===== config.mk =====
export PLATFORM = sky130hd
export DESIGN_NAME = hazard_ctrl_flat
export DESIGN_NICKNAME = d
export VERILOG_FILES = /design/src/rtl/hazard_ctrl_pkg.sv /design/src/rtl/hazard_ctrl_if.sv /design/src/rtl/hazard_ctrl_fwd_sel_unit.sv /design/src/rtl/hazard_ctrl.sv /design/src/flat_wrapper.sv
export SDC_FILE = /design/constraint.sdc
export NUM_CORES = 1
export LEC_CHECK = 0
export ABC_AREA = 1
export BUFFER_PORTS_ARGS = -buffer_cell sky130_fd_sc_hd__buf_2
export CORE_ASPECT_RATIO = 1.25
export CORE_MARGIN = 4
export CORE_UTILIZATION = 55
export DETAILED_ROUTE_END_ITERATION = 16
export PLACE_DENSITY = 0.84
export SLEW_MARGIN = 10
export SYNTH_ARGS = -nofsm -noshare
export SYNTH_HDL_FRONTEND = slang
export SYNTH_SLANG_ARGS = --single-unit
export TNS_END_PERCENT = 30

===== constraint.sdc =====
create_clock -name clk -period 2.3 [get_ports clk]
set_input_delay 0.46 -clock clk [delete_from_list [all_inputs] [get_ports clk]]
set_output_delay 0.46 -clock clk [all_outputs]
set_load 0.02 [all_outputs]

===== src/rtl/hazard_ctrl_pkg.sv =====
// Shared pipeline types: forwarding-select encodings, hazard controller states, default widths.
package pipe_pkg;

    localparam int R_SIZE_DEF = 3;

    typedef enum logic [1:0] {
        FWD_RF = 2'b00,
        FWD_EX = 2'b01,
        FWD_WB = 2'b10
    } fwd_t;

    typedef enum logic {
        IDLE      = 1'b0,
        LOAD_WAIT = 1'b1
    } hc_state_t;

endpackage


===== src/rtl/hazard_ctrl_if.sv =====
// READ/EX hazard status in, pipeline control and forwarding selects out.
interface hazard_ctrl_if
    import pipe_pkg::*;
#(
    parameter int R_SIZE = R_SIZE_DEF,
    parameter int CNT_W  = 16
);
    logic [R_SIZE-1:0] addr_op1_rd;
    logic [R_SIZE-1:0] addr_op2_rd;
    logic              op1_used;
    logic              op2_used;
    logic [R_SIZE-1:0] dest_ex;
    logic              reg_we_ex;
    logic              load_ex;
    logic [R_SIZE-1:0] dest_wb;
    logic              reg_we_wb;
    logic              jump_ex;
    logic              freeze;
    logic              clear_ex;
    logic              flush;
    fwd_t              fwd_sel1;
    fwd_t              fwd_sel2;
    logic [CNT_W-1:0]  stall_cnt;

    modport master (
        output addr_op1_rd, addr_op2_rd, op1_used, op2_used,
               dest_ex, reg_we_ex, load_ex, dest_wb, reg_we_wb, jump_ex,
        input  freeze, clear_ex, flush, fwd_sel1, fwd_sel2, stall_cnt
    );

    modport slave (
        input  addr_op1_rd, addr_op2_rd, op1_used, op2_used,
               dest_ex, reg_we_ex, load_ex, dest_wb, reg_we_wb, jump_ex,
        output freeze, clear_ex, flush, fwd_sel1, fwd_sel2, stall_cnt
    );

endinterface


===== src/rtl/hazard_ctrl_fwd_sel_unit.sv =====
// Forwarding select for one operand; combinational, EX result beats WB result.
module fwd_sel_unit
    import pipe_pkg::*;
#(
    parameter int R_SIZE = R_SIZE_DEF
) (
    input  logic              en_i,
    input  logic [R_SIZE-1:0] addr_i,
    input  logic              used_i,
    input  logic [R_SIZE-1:0] dest_ex_i,
    input  logic              we_ex_i,
    input  logic              load_ex_i,
    input  logic [R_SIZE-1:0] dest_wb_i,
    input  logic              we_wb_i,
    output fwd_t              sel_o
);

    always_comb begin
        sel_o = FWD_RF;
        if (en_i && used_i) begin
            // A load in EX has no result yet; the stall covers that case.
            if (we_ex_i && !load_ex_i && (addr_i == dest_ex_i)) begin
                sel_o = FWD_EX;
            end else if (we_wb_i && (addr_i == dest_wb_i)) begin
                sel_o = FWD_WB;
            end
        end
    end

endmodule


===== src/rtl/hazard_ctrl.sv =====
// READ/EX hazard controller: load-use freeze for MEM_LAT cycles, jump flush, operand forwarding.
// Controls are combinational (zero latency) and forced low in reset; stall counter is registered.
module hazard_ctrl
    import pipe_pkg::*;
#(
    parameter int R_SIZE  = R_SIZE_DEF,
    parameter int MEM_LAT = 2,
    parameter int CNT_W   = 16
) (
    input  logic         clk,
    input  logic         rst,
    hazard_ctrl_if.slave hc
);

    localparam int              WC_W    = $clog2(MEM_LAT + 1);
    localparam logic [WC_W-1:0] WC_LOAD = WC_W'(MEM_LAT - 1);
    localparam logic [WC_W-1:0] WC_ONE  = WC_W'(1);

    hc_state_t        state_q;
    logic [WC_W-1:0]  wait_cnt_q;
    logic [CNT_W-1:0] stall_cnt_q;

    logic lu_haz;
    logic freeze;
    logic clear_ex;
    logic flush;
    fwd_t sel1;
    fwd_t sel2;

    always_comb begin
        lu_haz = hc.load_ex & hc.reg_we_ex &
                 ((hc.op1_used & (hc.addr_op1_rd == hc.dest_ex)) |
                  (hc.op2_used & (hc.addr_op2_rd == hc.dest_ex)));
    end

    always_comb begin
        freeze   = 1'b0;
        clear_ex = 1'b0;
        flush    = 1'b0;
        if (rst) begin
            case (state_q)
                IDLE: begin
                    if (hc.jump_ex) begin
                        flush = 1'b1;
                    end else if (lu_haz) begin
                        freeze   = 1'b1;
                        clear_ex = 1'b1;
                    end
                end
                // EX holds a bubble here, so a jump indication cannot be real.
                LOAD_WAIT: begin
                    freeze   = 1'b1;
                    clear_ex = 1'b1;
                end
                default: ;
            endcase
        end
    end

    always_ff @(posedge clk or negedge rst) begin
        if (!rst) begin
            state_q    <= IDLE;
            wait_cnt_q <= '0;
        end else begin
            case (state_q)
                IDLE: begin
                    if (!hc.jump_ex && lu_haz && (MEM_LAT > 1)) begin
                        state_q    <= LOAD_WAIT;
                        wait_cnt_q <= WC_LOAD;
                    end
                end
                LOAD_WAIT: begin
                    wait_cnt_q <= wait_cnt_q - WC_ONE;
                    if (wait_cnt_q == WC_ONE) begin
                        state_q <= IDLE;
                    end
                end
                default: state_q <= IDLE;
            endcase
        end
    end

    always_ff @(posedge clk or negedge rst) begin
        if (!rst) begin
            stall_cnt_q <= '0;
        end else if (freeze && (stall_cnt_q != {CNT_W{1'b1}})) begin
            stall_cnt_q <= stall_cnt_q + CNT_W'(1);
        end
    end

    fwd_sel_unit #(.R_SIZE(R_SIZE)) u_fwd1 (
        .en_i      (rst),
        .addr_i    (hc.addr_op1_rd),
        .used_i    (hc.op1_used),
        .dest_ex_i (hc.dest_ex),
        .we_ex_i   (hc.reg_we_ex),
        .load_ex_i (hc.load_ex),
        .dest_wb_i (hc.dest_wb),
        .we_wb_i   (hc.reg_we_wb),
        .sel_o     (sel1)
    );

    fwd_sel_unit #(.R_SIZE(R_SIZE)) u_fwd2 (
        .en_i      (rst),
        .addr_i    (hc.addr_op2_rd),
        .used_i    (hc.op2_used),
        .dest_ex_i (hc.dest_ex),
        .we_ex_i   (hc.reg_we_ex),
        .load_ex_i (hc.load_ex),
        .dest_wb_i (hc.dest_wb),
        .we_wb_i   (hc.reg_we_wb),
        .sel_o     (sel2)
    );

    assign hc.freeze    = freeze;
    assign hc.clear_ex  = clear_ex;
    assign hc.flush     = flush;
    assign hc.fwd_sel1  = sel1;
    assign hc.fwd_sel2  = sel2;
    assign hc.stall_cnt = stall_cnt_q;

endmodule


===== src/flat_wrapper.sv =====
// flat-port wrapper written by rule: the top's interface ports become plain ports
module hazard_ctrl_flat import pipe_pkg::*;
#(
    parameter int R_SIZE  = R_SIZE_DEF,
    parameter int MEM_LAT = 2,
    parameter int CNT_W   = 16
)
  (clk, rst, hc_addr_op1_rd, hc_addr_op2_rd, hc_op1_used, hc_op2_used, hc_dest_ex, hc_reg_we_ex, hc_load_ex, hc_dest_wb, hc_reg_we_wb, hc_jump_ex, hc_freeze, hc_clear_ex, hc_flush, hc_fwd_sel1, hc_fwd_sel2, hc_stall_cnt);
  hazard_ctrl_if #(.R_SIZE(R_SIZE), .CNT_W(CNT_W)) hc_i ();
  input  logic clk;
  input  logic rst;
  input wire logic [$bits(hc_i.addr_op1_rd)-1:0] hc_addr_op1_rd;
  input wire logic [$bits(hc_i.addr_op2_rd)-1:0] hc_addr_op2_rd;
  input wire logic [$bits(hc_i.op1_used)-1:0] hc_op1_used;
  input wire logic [$bits(hc_i.op2_used)-1:0] hc_op2_used;
  input wire logic [$bits(hc_i.dest_ex)-1:0] hc_dest_ex;
  input wire logic [$bits(hc_i.reg_we_ex)-1:0] hc_reg_we_ex;
  input wire logic [$bits(hc_i.load_ex)-1:0] hc_load_ex;
  input wire logic [$bits(hc_i.dest_wb)-1:0] hc_dest_wb;
  input wire logic [$bits(hc_i.reg_we_wb)-1:0] hc_reg_we_wb;
  input wire logic [$bits(hc_i.jump_ex)-1:0] hc_jump_ex;
  output wire logic [$bits(hc_i.freeze)-1:0] hc_freeze;
  output wire logic [$bits(hc_i.clear_ex)-1:0] hc_clear_ex;
  output wire logic [$bits(hc_i.flush)-1:0] hc_flush;
  output wire logic [$bits(hc_i.fwd_sel1)-1:0] hc_fwd_sel1;
  output wire logic [$bits(hc_i.fwd_sel2)-1:0] hc_fwd_sel2;
  output wire logic [$bits(hc_i.stall_cnt)-1:0] hc_stall_cnt;
  assign hc_i.addr_op1_rd = hc_addr_op1_rd;
  assign hc_i.addr_op2_rd = hc_addr_op2_rd;
  assign hc_i.op1_used = hc_op1_used;
  assign hc_i.op2_used = hc_op2_used;
  assign hc_i.dest_ex = hc_dest_ex;
  assign hc_i.reg_we_ex = hc_reg_we_ex;
  assign hc_i.load_ex = hc_load_ex;
  assign hc_i.dest_wb = hc_dest_wb;
  assign hc_i.reg_we_wb = hc_reg_we_wb;
  assign hc_i.jump_ex = hc_jump_ex;
  assign hc_freeze = hc_i.freeze;
  assign hc_clear_ex = hc_i.clear_ex;
  assign hc_flush = hc_i.flush;
  assign hc_fwd_sel1 = hc_i.fwd_sel1;
  assign hc_fwd_sel2 = hc_i.fwd_sel2;
  assign hc_stall_cnt = hc_i.stall_cnt;
  hazard_ctrl #(.R_SIZE(R_SIZE), .MEM_LAT(MEM_LAT), .CNT_W(CNT_W)) u_core (.clk(clk), .rst(rst), .hc(hc_i));
endmodule

==> out/metrics.cfg <==
[outcome]
status = finished, final reports clean

[placed_design]
place_area_sq_mm = 0.001675
portBuffers = 42
gp_congestion = 0.7929
dpl_worst_slack_ns = 0.4126
placedCellCount = 278
dp_hpwl_mm = 2.374

[yosys]
synth_cell_types = 27
synthFlopType = dfrtp_1
ys_async_sr_fraction = 1.000
syn_area_sq_mm = 0.001456
yosysWarnings = 0
avgSynthCellArea_sq_um = 7.002
yosysMostFrequentCell = nand2_1
synth_edf_count = 0
synth_common_cells = 68 x nand2_1, 29 x inv_1, 21 x nand4_1
yosys.area.top_type = dfrtp_1
synth_top_area_frac = 0.3265
ys_ff_latch = 19
seq_area_frac_synth = 0.3265
synth_cells = 208
synth_nets = 230
synth.area.top_cells = dfrtp_1 33%, nand2_1 18%, nand4_1 9.0%

[power_and_ir_drop]
p_per_area_mw_per_mm2 = 559.2
seqPwrFrac = 0.462
p_comb_frac = 0.356
total_power_mw = 0.9523
p_leak_nw = 0.9498
power.share.switching = 0.4022
ir_drop_mv = 0.2994
p_int_mw = 0.5692
p_sw_mw = 0.3831
p_clk_frac = 0.183

[setup_path]
cp.arrival_ns = 1.41
required_ns = 1.84
cp-end-kind = output port
reg2reg_from = u_core.hc.stall_cnt[0]
ff2ff_path_depth = 9
cp-start-kind = input pin
worstSetupPathType = input pin to output port
cpPeakStageDelay_ns = 0.21
path_cells = buf_2 > xnor2_1 > nand4_1 > nand2_1 > nand2_1 > a21boi_0 > buf_2
cp_slowest_cell = buf_2
rrSetupSlack_ns = 0.67
worst_r2r_endpoint = u_core.hc.stall_cnt[14]
cp_max_fo = 2

[sta]
rsz0062_at_grt = false
setup_viol = 0
slew_headroom = 0.6794
hold_viol_final = 0
min_period_ns = 1.872
setup-tns-final_ns = 0
max_freq_mhz = 534.1
skew_ns = 0.01031
drv_slew = 0
whs_ns = 0.2785
setup_ws_ns = 0.4277
tightest_slew_ns = 0.4808
period_share = 0.8140

[drt]
drt_first_pass_iters = 4
vias = 1443
wl_per_cell_microns = 10.79
drc = 0
drt_iter0_markers = 47
ant_nets = 0
via_per_inst = 5.117
wl_mm = 3.042

[cts]
ctsLongestPathBuffers = 2
cts_root_buffer = clkbuf_4
cts_buffers = 3
cts_sinks = 19
cts_resized = 0
tritoncts = yes
htreeDepth = 1
insertion_delay_ns = 0.30
clk_pin_slew_worst_paths_ns = 0.12
post_cts_buffers = 0
cts_hold_buf = 0

[worst_hold_path]
hp-class = input pin to async pin

[layout]
area_growth_syn_to_layout_pct = 16.92
fill_cells = 217
fin_util = 0.6874
fin_cells = 282
regArea_sq_um = 475.5
fin_area_sq_mm = 0.001703
multi_input_area_sq_um = 824.5
num_antenna_cells = 0
nNetsFinal = 272
drive_above_1_share = 0.2289

[floorplanning]
ios = 43
rows = 20
fp.dieArea_sq_mm = 0.003541
dieHeight_microns = 65.54
die_x_microns = 54.03
coreArea_sq_mm = 0.002477
initial_core_util = 0.5879

[grt]
first_global_vias = 1476
grt_usage = 0.2089
grt_pass1_wl_mm = 5.823
overflow = 0
grt_max_degree = 46
antenna_found_initial = 0

[job]
max_cap_violations = 0

layout make-up:
type                       instances  share of cell area
clock buffer                       3             0.01323
clock inverter                     1            0.002939
inverter                          29             0.06392
multi-input combinational        153              0.4842
sequential                        19              0.2792
tap                               33             0.02425
timing repair buffer              44              0.1323
state kept, by name (all words and copies together) (netlist names):
name and count:
u_core.state_q 1, u_core.wait_cnt_q 2, u_core.hc.stall_cnt 16
kinds of logic after synthesis:
kind of cell | share of synthesized area
simple gates | 0.4596
buf+inv | 0.1074
flops | 0.3265
xor+xnor | 0.07216
compound gates | 0.01718
fa+ha+maj | 0.01718
power by group through the flow:
stage | Clock, mW | Sequential [mW] | Combinational, mW
floorplan | 0 | 0.476 | 0.217
global placement | 0 | 0.445 | 0.332
detailed placement | 0 | 0.446 | 0.341
CTS | 0.179 | 0.440 | 0.341
global route | 0.191 | 0.450 | 0.383
finish | 0.174 | 0.440 | 0.339
layout by cell type, fill, tap and decap left out, types with 4 or more instances in the layout:
cell     count
dfrtp_1     19
buf_2       42
nand2_1     68
xnor2_1      4
nor2_1      16
xor2_1       8
nand3_1     15
inv_1       29
nand4_1     21
worst max path at each step:
stage                     slack, ns           to          start
after detailed placement       0.41    hc_freeze  hc_dest_ex[0]
final                          0.43    hc_freeze  hc_dest_ex[0]
after global placement         0.45  hc_clear_ex  hc_dest_ex[0]
after floorplan                0.05    hc_freeze            rst
after CTS                      0.41    hc_freeze  hc_dest_ex[0]
after global routing           0.22    hc_freeze  hc_dest_ex[1]
worst max-delay path, delay by kind of cell:
kind | cells | cell delay, ns
buf+inv | 2 | 0.33
xor+xnor | 1 | 0.19
compound gates | 1 | 0.20
simple gates | 3 | 0.24
routing by layer:
layer,GRT usage,part of all wire
met5,0,0
met4,0.06231,0.012
met3,0.02721,0.051
met2,0.3485,0.50
met1,0.2749,0.44
(Power assumes the default switching activity.)
